[src/rtl/gof_generation_engine.sv]
// rtl/gof_generation_engine.sv - Game-of-Life generation engine: scan pass into a next-state buffer, then commit pass.
// Optional macro GOF_FREEZE_DETECT_EN: skip the commit pass when a generation changes no cell.
module gof_generation_engine #(
  parameter int CELLS  = 300,
  parameter int ADDR_W = 9,
  parameter int GEN_W  = 16
) (
  input  logic              clk_50MHz_i,
  input  logic              rst_n_i,
  input  logic              start_i,
  input  logic [ADDR_W-1:0] ext_addr_i,
  input  logic              ext_data_i,
  input  logic              ext_we_i,
  input  logic              Data_i,
  input  logic [7:0]        Neigh_i,
  output logic [ADDR_W-1:0] Address_o,
  output logic              Data_o,
  output logic              w_e_o,
  output logic              busy_o,
  output logic              done_o,
  output logic [GEN_W-1:0]  gen_count_o,
  output logic [8:0]        alive_count_o,
  output logic              stable_o
);

  typedef enum logic [1:0] {
    S_IDLE   = 2'd0,
    S_SCAN   = 2'd1,
    S_COMMIT = 2'd2,
    S_DONE   = 2'd3
  } state_t;

  state_t            r_state;
  state_t            w_state_nxt;
  logic [ADDR_W-1:0] r_idx;
  logic [ADDR_W-1:0] w_idx_nxt;
  logic [CELLS-1:0]  r_next_buf;
  logic [8:0]        r_acc;
  logic [8:0]        r_alive;
  logic [GEN_W-1:0]  r_gen;
  logic [3:0]        w_n;
  logic              w_next;
  logic              w_last;

`ifdef GOF_FREEZE_DETECT_EN
  logic r_changed;
  logic r_stable;
  logic w_changed_any;

  // Includes the cell under scan so the decision at the last cell is complete.
  assign w_changed_any = r_changed | (w_next != Data_i);
  assign stable_o      = r_stable;
`else
  assign stable_o = 1'b0;
`endif

  always_comb begin
    w_n = 4'd0;
    for (int i = 0; i < 8; i++) begin
      w_n = w_n + 4'(Neigh_i[i]);
    end
  end

  assign w_next = (w_n == 4'd3) | (Data_i & (w_n == 4'd2));
  assign w_last = (r_idx == ADDR_W'(CELLS - 1));

  always_ff @(posedge clk_50MHz_i or negedge rst_n_i) begin
    if (!rst_n_i) begin
      r_state    <= S_IDLE;
      r_idx      <= '0;
      r_next_buf <= '0;
      r_acc      <= '0;
      r_alive    <= '0;
      r_gen      <= '0;
`ifdef GOF_FREEZE_DETECT_EN
      r_changed  <= 1'b0;
      r_stable   <= 1'b0;
`endif
    end else begin
      r_state <= w_state_nxt;
      r_idx   <= w_idx_nxt;
      case (r_state)
        S_IDLE: begin
          if (start_i) begin
            r_acc     <= '0;
`ifdef GOF_FREEZE_DETECT_EN
            r_changed <= 1'b0;
`endif
          end
        end
        S_SCAN: begin
          r_next_buf[r_idx] <= w_next;
          r_acc             <= r_acc + 9'(w_next);
`ifdef GOF_FREEZE_DETECT_EN
          r_changed         <= w_changed_any;
`endif
        end
        S_DONE: begin
          r_gen    <= r_gen + GEN_W'(1);
          r_alive  <= r_acc;
`ifdef GOF_FREEZE_DETECT_EN
          r_stable <= ~r_changed;
`endif
        end
        default: ;
      endcase
    end
  end

  always_comb begin
    w_state_nxt = r_state;
    w_idx_nxt   = r_idx;
    Address_o   = ext_addr_i;
    Data_o      = ext_data_i;
    w_e_o       = ext_we_i;
    busy_o      = 1'b1;
    done_o      = 1'b0;
    case (r_state)
      S_IDLE: begin
        busy_o = 1'b0;
        if (start_i) begin
          w_idx_nxt   = '0;
          w_state_nxt = S_SCAN;
        end
      end
      S_SCAN: begin
        Address_o = r_idx;
        Data_o    = 1'b0;
        w_e_o     = 1'b0;
        if (w_last) begin
          w_idx_nxt   = '0;
          w_state_nxt = S_COMMIT;
`ifdef GOF_FREEZE_DETECT_EN
          if (!w_changed_any) begin
            w_state_nxt = S_DONE;
          end
`endif
        end else begin
          w_idx_nxt = r_idx + ADDR_W'(1);
        end
      end
      S_COMMIT: begin
        Address_o = r_idx;
        Data_o    = r_next_buf[r_idx];
        w_e_o     = 1'b1;
        if (w_last) begin
          w_idx_nxt   = '0;
          w_state_nxt = S_DONE;
        end else begin
          w_idx_nxt = r_idx + ADDR_W'(1);
        end
      end
      S_DONE: begin
        Address_o   = r_idx;
        Data_o      = 1'b0;
        w_e_o       = 1'b0;
        done_o      = 1'b1;
        w_state_nxt = S_IDLE;
      end
      default: begin
        w_state_nxt = S_IDLE;
      end
    endcase
  end

  assign gen_count_o   = r_gen;
  assign alive_count_o = r_alive;

endmodule

[config.mk]
export PLATFORM = sky130hd
export DESIGN_NAME = gof_generation_engine
export DESIGN_NICKNAME = d
export VERILOG_FILES = /design/src/rtl/gof_generation_engine.sv
export SDC_FILE = /design/constraint.sdc
export NUM_CORES = 1
export LEC_CHECK = 0
export CAP_MARGIN = 20
export CORE_MARGIN = 4
export CORE_UTILIZATION = 55
export DETAILED_ROUTE_END_ITERATION = 8
export HOLD_SLACK_MARGIN = 0.03
export PLACE_DENSITY = 0.79
export SKIP_LAST_GASP = 1
export SYNTH_ARGS = -nofsm -noshare
export SYNTH_HDL_FRONTEND = slang
export SYNTH_SLANG_ARGS = --single-unit
[constraint.sdc]
create_clock -name clk_50MHz_i -period 7.43 [get_ports clk_50MHz_i]
set_input_delay 1.486 -clock clk_50MHz_i [delete_from_list [all_inputs] [get_ports clk_50MHz_i]]
set_output_delay 1.486 -clock clk_50MHz_i [all_outputs]
set_load 0.03 [all_outputs]
==> results.txt <==
The flow ran to the end, and the final reports show no timing, DRC or antenna violations. In this run the register-to-register setup slack is 3400 ps. Clock-pin slew was measured on the worst setup and hold paths at 60 ps. The total count of hold-check failures in the final report was 0. STA classifies the critical path startpoint as a register. At the end of the flow, the number of nets in the layout was 1543. The internal power is 3.400 mW.

In this run the most critical hold path is launched from gen_count_o[15]. The number of cells on the worst reg-to-reg path came out at 7. In this run, distinct cell masters in the synthesized netlist total 54. In the finished design, the share of the clock period the worst path needs comes to 0.8155. The residual overflow from global routing came out at 0. The detailed-placement wirelength estimate is 25210 um. The detailed-route DRC error count came out at 0. The count of cells resized by post-cts repair is 0.

The worst setup skew after layout is 13.74 ps. The net count after synthesis is 1595. The number of standard-cell rows in the floorplan came out at 64. The arithmetic-cell share of the synthesized area counting full adders, half adders and majority gates is 0.01492. The share of power burned in registers came out at 0.406.

The global placement routability congestion is 0.8363. The max-slew violation count came out at 0. The reported max-cap violation count is 0. The initial utilization of the core area, before any placement, comes to 0.5578. The first global-routing pass estimated 69120 um of wire.

STA classifies the critical path endpoint as an output port. TritonCTS built the clock tree. The number of warnings reported in the yosys synthesis log is 0.

The number of levels the H-tree was split into came out at 2. The area overhead of the layout relative to synthesis came out at 10.41%. The setup violation total in the final timing report is 0. The logic gate share of total power came out at 0.254.

The proportion of synthesized area in mux cells came out at 0.1209. The destination of the worst hold path is gen_count_o[15]. For this run, the register share of the synthesized area comes to 0.5047. Before antenna repair, the detailed router went through 6 iterations.

The number of ports placed on the die boundary came out at 62. The per-instance average area after synthesis came out at 11.01 um^2. The total negative slack is 0 ps.

The xor/xnor share of the synthesized area is 0.009728. The number of global-route vias before repair is 12430. The synthesized-area fraction occupied by ao, oa, aoi and oai cells is 0.2528.

The first routing iteration left 1656 violations. Entering global routing, the biggest net connects 154 pins. Of the total power, the share spent switching nets is 0.3380.

Clock tree synthesis found a total of 345 sinks. The number of synthesized flops with an enable pin came out at 0. The number of I/O port buffers came out at 60. In this run the critical register-to-register path is captured at r_next_buf[163]. Synthesis produced a netlist whose cell count is 1554.

The proportion of power drawn by the clock network is 0.340. The overall die area is 0.03399 mm^2. The floorplan core area is 0.03067 mm^2. After synthesis, the largest family of logic cells by area is compound AO/OA/AOI/OAI gates.

The post-cts hold buffer count is 0. The post-synthesis async set-or-reset flop share is 1.000. In this run the worst hold path is classified as register to register. The number of antenna cells inserted came out at 0. The netlist area before placement is 0.01711 mm^2. The routed via count is 13040. Of all nets on the critical path, the largest fanout is 33. The net switching power of the design is 1.736 mW. The post-detailed-route count of antenna-violating nets is 0. Across every metal layer, demand over resource in global routing totals 0.2555. For this run, the leading register cell type out of synthesis is dfrtp_1. The required time of the critical path is 5940 ps. The power per standard cell area came out at 271.9 mW/mm^2. At the end of the flow the core is filled with cells to 0.6158.

The hold-critical path depth came out at 1. In the final layout, the share of cells above drive strength 1 is 0.1183. The worst path in the final design needs a cycle of 6059 ps, including I/O delays and setup. The total detailed-routing wirelength came out at 43750 um. Clock tree synthesis inserted a total of 36 buffers.

In this run the critical register-to-register path is launched from r_idx[1]. The number of setup buffers added after CTS came out at 0. The clock network latency to the later pin of the worst-skew pair is 520 ps. The relative slew slack came out at 0.2762. The leakage dissipation is 6.006 nW. The flip-flop and latch count after synthesis came out at 345. The largest voltage drop on the vdd net is 0.2155 mV. The vertical die dimension is 184.4 um. After detailed routing, the average wire length per cell comes to 22.81 um. The number of antenna violations at the first check in global routing is 0. By startpoint and endpoint, the worst setup path is classified as register to output port. The actual slew at the worst max-slew pin came out at 1076 ps. Based on the critical path, the design can be clocked at up to 0.1650 GHz. The post-synthesis simple-gate area fraction is 0.04403. The routed via count divided by cell count is 6.798. The floorplan die width is 184.4 um. Setup repair after global routing left no endpoint under its margin. The clock passes through at most 3 buffers.

The endpoint arrival time on the critical path came out at 4570 ps. The clock tree root buffer cell is clkbuf_16.
[routing by layer]
metal	GRT usage	routed length [um]	share of wire
met1	0.3636	17790	0.41
met2	0.4018	20400	0.47
met3	0.04519	3986	0.091
met4	0.08932	1571	0.036
met5	0	0	0
[worst max path at each step]
| stage | from | end | slack (ps) | depth (start not counted) |
|---|---|---|---|---|
| 2_1_floorplan | Neigh_i[0] | r_acc[6] | 2000 | 19 |
| 3_3_place_gp | Neigh_i[0] | r_next_buf[48] | 1520 | 15 |
| 3_5_place_dp | Neigh_i[0] | r_next_buf[11] | 1400 | 15 |
| 4_1_cts | r_idx[1] | Data_o | 1460 | 8 |
| 5_1_grt | r_idx[4] | Data_o | 1180 | 8 |
| 6_report | r_idx[4] | Data_o | 1370 | 8 |
[power by group through the flow]
stage	registers, mW	logic, mW	clock network (mW)
2_1_floorplan	2.04	0.955	0
3_3_place_gp	2.11	1.27	0
3_5_place_dp	2.12	1.28	0
4_1_cts	2.08	1.29	1.77
5_1_grt	2.10	1.39	1.84
6_report	2.09	1.30	1.74
[area by class of cell]
class	count	area, um^2
clock buffer	51	1028
inverter	25	93.84
fill	2335	11780
sequential	345	8638
tap	396	495.5
clock inverter	7	87.58
multi-input combinational	992	7571
timing repair buffer	102	972.2
[worst max-delay path, cell delays in order, from the launching register on]
cell and delay [ps]:
dfrtp_1 600, nor3_1 690, nand2_1 740, a2111oi_0 640
a21oi_1 130, nand4_1 150, a221oi_1 80, a41oi_2 290
clkdlybuf4s50_1 720
[cells in the final DEF, fill, tap and decap left out, types with 22 or more instances in the layout]
cell / netlist / layout
mux2_2: 22 / 22
dfrtp_1: 345 / 343
nand3_1: 25 / 25
o31ai_1: 305 / 305
mux4_2: 60 / 60
inv_1: 24 / 24
clkbuf_16: 0 / 38
o21ai_0: 325 / 325
nor2_1: 28 / 28
buf_4: 4 / 36
clkdlybuf4s50_1: 0 / 59
nand2_1: 53 / 53
[through the flow]
| step | hold WS [ps] | worst slack (ps) | power, mW | cell area (um^2) | instances |
|---|---|---|---|---|---|
| after floorplan | 465.2 | 2000 | 2.997 | 17110 | 1554 |
| after global placement | 457.5 | 1520 | 3.378 | 17710 | 1856 |
| after detailed placement | 470.0 | 1405 | 3.402 | 17710 | 1856 |
| after CTS | 477.8 | 1456 | 5.145 | 18830 | 1914 |
| after global routing | 503.4 | 1182 | 5.332 | 18890 | 1918 |
| final | 472.1 | 1371 | 5.136 | 18890 | 1918 |
[Yosys cell counts, types with 9 or more instances]
library cell    n  area share
dfrtp_1       345        0.50
o21ai_0       325       0.095
o31ai_1       305        0.13
clkbuf_1      158       0.035
mux4_2         60       0.079
nand2_1        53       0.012
nor2_1         28      0.0061
nand3_1        25      0.0073
inv_1          24      0.0053
mux2_2         22       0.014
mux2i_1        18       0.011
a21oi_1        15      0.0044
buf_2          14      0.0041
ha_1           14       0.010
nor2b_1        14      0.0051
buf_1          11      0.0024
mux4_1         11       0.017
xnor2_1        10      0.0051
nand4_1         9      0.0033
xor2_1          9      0.0046
[cells by family (layout without fill, tap and decap cells)]
| group | count (synthesis) | after routing |
|---|---|---|
| compound gates | 686 | 686 |
| flops | 345 | 345 |
| buf+inv | 217 | 185 |
| simple gates | 157 | 157 |
| mux | 111 | 111 |
| xor+xnor | 19 | 19 |
| fa+ha+maj | 18 | 18 |
| other cells | 1 | 1 |
[state kept, by name, indices dropped and copies added (netlist names)]
register,count
r_next_buf,300
r_state,2
r_acc,9
alive_count_o,9
r_idx,9
gen_count_o,16
(Power assumes the default switching activity.)
